## src/rtl/mult_load_sequencer.sv

```systemverilog
// Sequencer for the parallel multiplier datapath: accepts an operand pair, pulses the
// loader, waits out the multiplier latency, then holds the captured lane products for downstream.
module mult_load_sequencer #(
  parameter int MULT_LAT = 2,
  parameter int CNT_W    = 4
) (
  input  logic        clk,
  input  logic        rst_n,
  input  logic        abort,
  input  logic        in_valid,
  output logic        in_ready,
  input  logic [31:0] in_nums_a,
  input  logic [31:0] in_nums_b,
  output logic [31:0] nums_a,
  output logic [31:0] nums_b,
  output logic        load,
  input  logic [63:0] prod_in,
  output logic        out_valid,
  input  logic        out_ready,
  output logic [63:0] out_data,
  output logic        busy,
  output logic [15:0] op_count
);

  typedef enum logic [1:0] {S_IDLE, S_LOAD, S_WAIT, S_DONE} state_t;

  state_t             r_state, w_next;
  logic [CNT_W-1:0]   r_cnt;
  logic               r_load, r_out_valid;
  logic [31:0]        r_nums_a, r_nums_b;
  logic [63:0]        r_out_data;
  logic [15:0]        r_op_count;
  logic               w_accept, w_cap, w_ret;

  assign in_ready  = (r_state == S_IDLE) && !abort;
  assign busy      = (r_state != S_IDLE);
  assign w_accept  = in_valid && in_ready;
  assign w_cap     = (r_state == S_WAIT) && (r_cnt == '0);
  assign w_ret     = (r_state == S_DONE) && out_ready;

  assign nums_a    = r_nums_a;
  assign nums_b    = r_nums_b;
  assign load      = r_load;
  assign out_valid = r_out_valid;
  assign out_data  = r_out_data;
  assign op_count  = r_op_count;

  always_comb begin
    w_next = r_state;
    if (abort) begin
      w_next = S_IDLE;
    end else begin
      case (r_state)
        S_IDLE:  if (w_accept) w_next = S_LOAD;
        S_LOAD:  w_next = S_WAIT;
        S_WAIT:  if (w_cap) w_next = S_DONE;
        S_DONE:  if (w_ret) w_next = S_IDLE;
        default: w_next = S_IDLE;
      endcase
    end
  end

  always_ff @(posedge clk or negedge rst_n) begin
    if (!rst_n) r_state <= S_IDLE;
    else        r_state <= w_next;
  end

  // Abort clears only the control state; captured data and operands stay visible.
  always_ff @(posedge clk or negedge rst_n) begin
    if (!rst_n) begin
      r_cnt       <= '0;
      r_load      <= 1'b0;
      r_nums_a    <= '0;
      r_nums_b    <= '0;
      r_out_data  <= '0;
      r_out_valid <= 1'b0;
      r_op_count  <= '0;
    end else if (abort) begin
      r_cnt       <= '0;
      r_load      <= 1'b0;
      r_out_valid <= 1'b0;
    end else begin
      r_load <= w_accept;
      if (w_accept) begin
        r_nums_a <= in_nums_a;
        r_nums_b <= in_nums_b;
      end
      if (r_state == S_LOAD)
        r_cnt <= CNT_W'(MULT_LAT - 1);
      else if (r_state == S_WAIT && r_cnt != '0)
        r_cnt <= r_cnt - 1'b1;
      if (w_cap) begin
        r_out_data  <= prod_in;
        r_out_valid <= 1'b1;
      end else if (w_ret) begin
        r_out_valid <= 1'b0;
        r_op_count  <= r_op_count + 16'd1;
      end
    end
  end

endmodule

```

## config.mk

```make
export PLATFORM = sky130hd
export DESIGN_NAME = mult_load_sequencer
export DESIGN_NICKNAME = d
export VERILOG_FILES = /design/src/rtl/mult_load_sequencer.sv
export SDC_FILE = /design/constraint.sdc
export NUM_CORES = 1
export LEC_CHECK = 0
export CAP_MARGIN = 0
export CORE_MARGIN = 3
export CORE_UTILIZATION = 44
export DETAILED_ROUTE_END_ITERATION = 6
export PLACE_DENSITY_LB_ADDON = 0.2
export SLEW_MARGIN = 20
export SYNTH_ARGS = -nofsm -noshare
export SYNTH_HDL_FRONTEND = slang
export SYNTH_SLANG_ARGS = --single-unit
```

## constraint.sdc

```tcl
create_clock -name clk -period 3.8 [get_ports clk]
set_clock_uncertainty 0.15 [all_clocks]
set_input_delay 0.76 -clock clk [delete_from_list [all_inputs] [get_ports clk]]
set_output_delay 0.76 -clock clk [all_outputs]
set_load 0.02 [all_outputs]
```

==> flow_summary.ini <==
[placement]
io_buffer_count = 280
dp_hpwl_um = 11200
routabilityCongestion = 0.738
dpl_cell_area_um2 = 8920

[setup_path]
arrival_ns = 2.02
crit_type = reg -> out
crit_path_max_fanout = 4
worstSetupStartpointType = flip-flop
critical_path_required_ns = 2.89
cp-end-kind = output port

[floorplanning]
die_w_um = 122
num_rows = 41
core_area_um2 = 12900
dieArea_um2 = 14800
die_height_um = 122
ioPinCount = 281
initial_core_util_pct = 45.8

[detailed_routing]
drt_iter0_drc = 205
via_per_inst = 4.84
drt-total-wl_um = 15300
vias = 4124
ant_nets = 0
drt_first_pass_iters = 4
wire_per_inst_um = 18.0
drc = 0

[global_route]
grt_pass1_vias = 4389
grt_max_degree = 87
gr-usage-all-layers_pct = 20.6
gr-total-overflow = 0
grt_antenna_before_repair = 0
grt_pass1_wl_um = 23100

[timing]
final_max_slew_viol_count = 0
final.setup.tns_ns = 0
hold_viol = 0
relSlewSlack_pct = 48.9
setup_viol = 0
finalCritPeriodShare_pct = 77.2
worst_slew_pin_slew_ns = 0.766
rsz0062_at_grt = false
finalCriticalPeriod_ns = 2.93
fmax_mhz = 341

[clocking]
cts_resized = 0
clock-root-buffer = clkbuf_16
post-cts-setup-buffers = 0
clockBufferDepth = 2
cts_tree = yes
clk_pin_slew_ns = 0.06
clk_latency_ns = 0.41
cts.htree.levels = 4
cts_sinks = 152
cts_buffers = 17
cts_hold_buf = 0

[synthesis]
syn_avg_cell_area_um2 = 15.5
yosys.cell_types.count = 28
ys_seq_area_share_pct = 64.5
ys_async_sr_fraction_pct = 100
synthTopCellsByCount = 152 x dfrtp_1, 129 x mux2_2, 13 x buf_2, 13 x xnor2_1, 9 x inv_1
yosysTopAreaCellShare_pct = 64.5
syn-instance-count = 381
ys.flop_type = dfrtp_1
yosys.area.top_type = dfrtp_1
mappedNetlistArea_um2 = 5900
synth_edf_count = 0
synth.area.top_cells = dfrtp_1 65%, mux2_2 25%, xnor2_1 1.9%, ha_1 1.3%, buf_2 1.1%
syn-num-nets = 520
ys_seq_elements = 152
synth_most_common_cell = dfrtp_1
yosys_warnings = 0

[finish]
area_growth_pct = 62.3
drive_gt1_share_pct = 24.9
n_antenna_cell = 0
final_nets = 808
nFillCells = 832
final_cell_area_um2 = 9570

[outcome]
status = finished, final reports clean

[pwr]
power_density_nw_per_um2 = 846
leakagePower_nw = 4.04
ir_drop_uv = 489

[hold_path]
min_path_type = in -> async

[flow_run]
max_cap_viol_count = 0
==> path summary, 6_finish.rpt <==
check	startpoint	endpoint	slack, ns	cells past startpoint
min in group clk	op_count[15]$_DFFE_PN0P_	op_count[15]$_DFFE_PN0P_	0.34	1
max reg2reg	r_state[0]$_DFFE_PN0P_	out_data[22]$_DFFE_PN0P_	1.52	6
max in group asynchronous	rst_n	out_data[4]$_DFFE_PN0P_	2.47	2
min	rst_n	nums_a[9]$_DFFE_PN0P_	0.23	1
max	r_state[0]$_DFFE_PN0P_	in_ready	0.87	5
min reg2reg	op_count[15]$_DFFE_PN0P_	op_count[15]$_DFFE_PN0P_	0.34	1
==> cell usage in the layout, fill, tap and decap left out, drive strengths merged <==
cell type	instances
clkdlybuf4s50	279
dfrtp	152
mux2	129
clkbuf	22
xnor2	13
inv	9
nor2	7
nand3	7
nand2	7
nor3	6
nand4	6
ha	6
buf	6
xor2	5
bufinv	5
clkinv	3
and3	2
nor4	2
a21oi	2
and4bb	1
nor2b	1
and4	1
nand4b	1
or3	1
or2	1
or3b	1
and2	1
a2111oi	1
a222oi	1
a211oi	1
mux2i	1
==> kinds of logic (layout without fill, tap and decap cells) <==
group,after synthesis,after routing,synth area share (%)
flops,152,152,64.5
mux,130,130,24.8
simple gates,45,45,4.27
buf+inv,25,324,1.87
xor+xnor,18,18,2.67
fa+ha+maj,6,6,1.27
compound gates,5,5,0.615
==> critical path, cell delays in order, from the launching register on <==
cell and delay [ns]:
dfrtp_1 0.42, inv_1 0.11, ha_1 0.22, inv_1 0.08, nor2_1 0.15, clkdlybuf4s50_1 0.64
==> flip-flops by register name, summed over array words and instances (netlist names) <==
register,cells
out_data,64
r_cnt,4
nums_a,32
op_count,16
r_state,2
nums_b,32
out_valid,1
load,1
==> metrics by stage <==
| stage | setup slack [ns] | cells | hold WS [ns] | total power [mW] | util, % |
|---|---|---|---|---|---|
| floorplan | 1.58 | 381 | 0.314 | 4.44 | - |
| global route | 0.745 | 852 | 0.292 | 8.48 | 74.3 |
| detailed placement | 0.909 | 822 | 0.337 | 6.33 | 69.3 |
| global placement | 0.896 | 822 | 0.329 | 6.22 | 69.3 |
| CTS | 0.851 | 852 | 0.273 | 8.19 | 74.3 |
| finish | 0.866 | 852 | 0.234 | 8.10 | 74.3 |
==> cell type report <==
cell class	instances	area, um^2	share of cell area (%)
flip-flops and latches	152	3800	39.8
well taps	172	215	2.25
inverters	9	33.8	0.353
multi-input cells	204	1990	20.8
clock inverters	8	169	1.77
clock buffers	22	474	4.96
repair buffers	285	2880	30.1
==> layer usage <==
metal  vias to the layer above  routed length (um)  track usage [%]
met4                         0                 409             8.75
met3                        30                1280             7.15
met5                         -                   0                0
met2                       176                8080             36.9
met1                      2005                5530             22.0
li1                       1913                   -                -
==> report_power, final <==
part | total (mW) | internal, mW | switching, mW
registers | 2.69 | 2.33 | 0.360
logic | 3.58 | 1.93 | 1.65
clock network | 1.82 | 1.21 | 0.615
(Power assumes the default switching activity.)
